File: src/rtl/ctrl_pipe_regs.sv
// Control-signal pipeline after the decoder: per-stage stall, flush,
// valid and bit mask, with back-pressure and automatic bubbles.
module ctrl_pipe_regs #(
  parameter int W = 17,
  parameter int STAGES = 3,
  parameter logic [STAGES*W-1:0] MASK = {(STAGES*W){1'b1}},
  parameter logic [W-1:0] BUBBLE = '0
) (
  input  logic                clk,
  input  logic                rst,
  input  logic [W-1:0]        in_ctrl,
  input  logic                in_valid,
  output logic                in_ready,
  input  logic [STAGES-1:0]   stall,
  input  logic [STAGES-1:0]   flush,
  output logic [STAGES*W-1:0] stage_ctrl,
  output logic [STAGES-1:0]   stage_valid,
  output logic [3:0]          inflight
);

  logic [STAGES*W-1:0] ctrl_d, ctrl_q;
  logic [STAGES-1:0]   valid_d, valid_q;
  logic [STAGES-1:0]   hold;

  // A stall freezes its own stage and everything upstream of it.
  always_comb begin
    hold = '0;
    hold[STAGES-1] = stall[STAGES-1];
    for (int k = STAGES - 2; k >= 0; k--) begin
      hold[k] = stall[k] | hold[k+1];
    end
  end

  assign in_ready = ~hold[0];

  always_comb begin
    int p;
    logic [W-1:0] mk;
    logic [W-1:0] src_c;
    logic         src_v;
    logic         up_stall;
    ctrl_d  = ctrl_q;
    valid_d = valid_q;
    p = 0;
    mk = '0;
    src_c = '0;
    src_v = 1'b0;
    up_stall = 1'b0;
    for (int k = 0; k < STAGES; k++) begin
      p  = (k == 0) ? 0 : k - 1;
      mk = MASK[k*W +: W];
      if (k == 0) begin
        src_c = in_valid ? in_ctrl : BUBBLE;
        src_v = in_valid;
        up_stall = 1'b0;
      end else begin
        src_c = ctrl_q[p*W +: W];
        src_v = valid_q[p];
        up_stall = stall[p];
      end
      if (flush[k]) begin
        ctrl_d[k*W +: W] = BUBBLE & mk;
        valid_d[k] = 1'b0;
      end else if (hold[k]) begin
        ctrl_d[k*W +: W] = ctrl_q[k*W +: W];
        valid_d[k] = valid_q[k];
      end else if (up_stall) begin
        ctrl_d[k*W +: W] = BUBBLE & mk;
        valid_d[k] = 1'b0;
      end else begin
        ctrl_d[k*W +: W] = src_c & mk;
        valid_d[k] = src_v;
      end
    end
  end

  always_ff @(posedge clk) begin
    if (rst) begin
      ctrl_q  <= '0;
      valid_q <= '0;
    end else begin
      ctrl_q  <= ctrl_d;
      valid_q <= valid_d;
    end
  end

  always_comb begin
    inflight = '0;
    for (int k = 0; k < STAGES; k++) begin
      inflight = inflight + {3'b000, valid_q[k]};
    end
  end

  assign stage_ctrl  = ctrl_q;
  assign stage_valid = valid_q;

endmodule

File: config.mk
export PLATFORM = sky130hd
export DESIGN_NAME = ctrl_pipe_regs
export DESIGN_NICKNAME = d
export VERILOG_FILES = /design/src/rtl/ctrl_pipe_regs.sv
export SDC_FILE = /design/constraint.sdc
export NUM_CORES = 1
export LEC_CHECK = 0
export CORE_ASPECT_RATIO = 1.75
export CORE_MARGIN = 1
export CORE_UTILIZATION = 41
export DETAILED_ROUTE_END_ITERATION = 12
export PLACE_DENSITY = 0.76
export SETUP_SLACK_MARGIN = 0.3
export SLEW_MARGIN = 15
export SYNTH_ARGS = -nofsm -noshare
export SYNTH_HDL_FRONTEND = slang
export SYNTH_SLANG_ARGS = --single-unit
export TNS_END_PERCENT = 50
File: constraint.sdc
create_clock -name clk -period 1.19 [get_ports clk]
set_input_delay 0.1785 -clock clk [delete_from_list [all_inputs] [get_ports clk]]
set_output_delay 0.1785 -clock clk [all_outputs]
set_load 0.05 [all_outputs]
==> Flow_metrics.wiki <==
{| class="wikitable"
! Metric !! Value
|-
| Outcome || complete, but fails checks
|-
| Violations in the final reports || setup timing
|-
| # nets final || 375
|-
| H-tree level count || 2
|-
| Detailed placement HPWL || 4590 um
|-
| Placed Area || 4160 um2
|-
| Summed area of non-filler cells in the final layout || 4830 um2
|-
| Buf+Inv Stages, Crit Path || 1
|-
| Max-slew violation total from the final report || 0
|-
| Synthesized area per cell || 9.86 um2
|-
| Wire length of the first global-routing pass || 12100 um
|-
| Vias in the first global route || 2327
|-
| Clock slew at reported path FFs || 0.10 ns
|-
| Setup repair after global routing missed its margin || yes
|-
| Power per Cell Area || 707 nW/um2
|-
| Largest delay share family, worst path || adder cells
|-
| Cell breakdown of the critical path || fa_2 > buf_12
|-
| Initial cell density of the core || 0.423
|-
| Number of DRC markers in iteration 0 || 104
|-
| Critical path's largest stage delay || 0.59 ns
|-
| Worst Path Required || 1.01 ns
|-
| Latest clock arrival within the worst-skew pair || 0.30 ns
|-
| Max capacitance violation total || 0
|-
| Post-Syn Instances || 252
|-
| Cell Count, Final, Fillers Out || 427
|-
| Die ar. || 6390 um2
|-
| Layer with the highest usage after global routing || met2
|-
| Final min period || 1.57 ns
|-
| R2r setup slk || 0.03 ns
|-
| Number of antenna violations at the first check in global routing || 0
|-
| GR Overflow Total || 0
|-
| Count of different cell masters after synthesis || 22
|-
| Worst reg2reg startpoint || stage_valid[0]
|-
| Number of cells on the worst reg-to-reg path || 3
|-
| HP Class || input pin to flip-flop
|-
| Routed via count || 2425
|-
| Clk Tree Root Cell || sky130_fd_sc_hd__clkbuf_8
|-
| Floorplan row count || 37
|-
| Final hold violations || 0
|-
| Count of state elements after synthesis || 54
|-
| Post-layout worst setup margin || -0.379 ns
|-
| Clock sink total || 54
|-
| Total routing resource utilization after global routing || 0.249
|-
| Residual DRC || 0
|-
| Count of inserted antenna diode cells || 0
|-
| Endpoint kind of the worst setup timing path || output pin
|-
| Accumulated negative setup slack || -0.626 ns
|-
| Largest fanout on the critical path || 2
|-
| Syn-to-layout area delta || 94.5%
|-
| Sequential area share after synthesis || 0.435
|-
| Hold Startpoint || stall[0]
|-
| Hold EP || stage_valid[1]
|-
| Total wire length || 8620 um
|-
| Wire length per cell || 20.2 um
|-
| Post-synth design cell area || 2480 um2
|-
| Share of the core filled with cells in the final layout || 0.822
|-
| Endpoint of the worst register-to-register path || stage_valid[1]
|-
| Max VDD drop || 0.000645 V
|-
| Clock skew after layout || 0.00408 ns
|-
| I/O Pins || 85
|-
| Standard cell with the maximum stage delay on the critical path || sky130_fd_sc_hd__fa_2
|-
| Floorplan Core Area || 5880 um2
|-
| Number of input and output port buffers inserted || 82
|-
| Horizontal die dimension || 60.9 um
|-
| Clock tree from TritonCTS || built
|-
| GR Layer Usage met2 || 0.447
|-
| Final-layout fill cell count || 302
|-
| Met1 layer usage reported by global route || 0.281
|-
| Maximum operating frequency || 637 MHz
|-
| Number of placed instances with taps included || 407
|-
| Count of cells along the worst hold path || 3
|-
| Maximum number of pins on one net before global-route repair || 45
|-
| GR Layer Usage met3 || 0.0248
|-
| P_leak || 1.69 nW
|-
| Number of detailed-route iterations in the first pass || 4
|-
| Y dimension of the die || 105 um
|-
| Post-placement worst setup slack || -0.514 ns
|-
| CP Class || flip-flop to output pin
|-
| Maximum buffer depth of the clock tree || 2
|-
| Routed Antenna Nets || 0
|-
| TritonCTS buffer count || 5
|-
| Average vias per placed instance || 5.68
|-
| YS warnings || 0
|-
| Setup Viol. Count Final || 3
|-
| CP arrival || 1.39 ns
|-
| Final period util || 1.32
|-
| Total power of the final layout || 3.42 mW
|-
| Share of post-route cells with drive strength above 1 || 0.696
|-
| Routability congestion estimate from global placement || 0.790
|-
| WHS || 0.170 ns
|-
| Startpoint class of the critical path || flip-flop
|}
[worst max-delay path by stage]
stage	startpoint	cells after the start	to	slack, ns
after floorplan	stage_valid[1]	1	inflight[0]	-0.13
after global placement	stall[1]	4	stage_valid[0]	-0.48
after detailed placement	stall[1]	4	stage_valid[0]	-0.51
after CTS	stage_valid[2]	2	inflight[0]	-0.38
after global routing	stage_valid[1]	2	inflight[0]	-0.40
final	stage_valid[1]	2	inflight[0]	-0.38
[registers in the layout, indices dropped and copies added (netlist names)]
register / cells
stage_ctrl: 51
stage_valid: 3
[power by group]
group | internal (mW) | total, mW | switching [mW]
Sequential | 1.74 | 1.75 | 0.00760
Clock | 0.546 | 1.15 | 0.601
Combinational | 0.260 | 0.518 | 0.258
Total | 2.55 | 3.42 | 0.867
[layout by cell type, fill, tap and decap left out, types with 9 or more instances in the layout]
cell type,n
sky130_fd_sc_hd__buf_12,62
sky130_fd_sc_hd__dfxtp_4,31
sky130_fd_sc_hd__a21oi_2,26
sky130_fd_sc_hd__dfxtp_2,23
sky130_fd_sc_hd__clkdlybuf4s50_1,19
sky130_fd_sc_hd__nand2_1,18
sky130_fd_sc_hd__mux2_4,17
sky130_fd_sc_hd__buf_4,17
sky130_fd_sc_hd__nor3b_1,16
sky130_fd_sc_hd__o21ai_0,15
sky130_fd_sc_hd__or4b_4,15
sky130_fd_sc_hd__or3b_4,12
sky130_fd_sc_hd__buf_6,12
sky130_fd_sc_hd__nor4bb_1,11
sky130_fd_sc_hd__a21oi_1,9
[synthesized netlist by cell type, drive strengths merged]
master | number | area, um2
dfxtp | 54 | 1080
a21oi | 36 | 180
or4b | 19 | 190
nand2 | 18 | 67.6
o21ai | 18 | 90.1
or3b | 18 | 158
mux2 | 17 | 191
nor3b | 17 | 128
nor4bb | 17 | 170
buf | 16 | 105
clkbuf | 15 | 56.3
or2 | 2 | 12.5
a211oi | 1 | 7.51
conb | 1 | 3.75
fa | 1 | 20.0
nor3 | 1 | 16.3
o31ai | 1 | 7.51
[area by class of cell]
type,instances,area (um2),area share
timing repair buffer,119,1840,0.381
multi-input combinational,168,1570,0.324
sequential,54,1230,0.254
clock buffer,7,97.6,0.0202
tap,78,97.6,0.0202
clock inverter,1,6.26,0.00129
[routing by layer]
layer  vias to the layer above  wire [um]  share of wire
li1                       1105          -              -
met1                      1208       3100           0.36
met2                        88       5020           0.58
met3                        24        231          0.027
met4                         0        267          0.031
met5                         -          0              0
[tightest hold or removal path: stages]
cell and delay [ns]:
sky130_fd_sc_hd__buf_8 0.09, sky130_fd_sc_hd__or4b_4 0.12, sky130_fd_sc_hd__a21oi_2 0.05
[logic make-up (layout without fill, tap and decap cells)]
family | Yosys count | after routing | synth area share
other | 1 | 2 | 0.00151
adders and majority gates | 1 | 1 | 0.00806
and+or+nand+nor | 92 | 92 | 0.299
DFF | 54 | 54 | 0.435
muxes | 17 | 17 | 0.0770
buffers and inverters | 31 | 127 | 0.0649
AOI/OAI and AO/OA | 56 | 56 | 0.115
[timing repair]
action / in CTS / in global routing
setup buffers: 7 / 3
resized for setup: 113 / 51
hold buffers: 0 / 0
endpoints found under the setup margin: 111 / 110
pin swaps: 11 / 19
cloned: 2 / 0
Note: power is estimated with default switching activity, not from simulation.
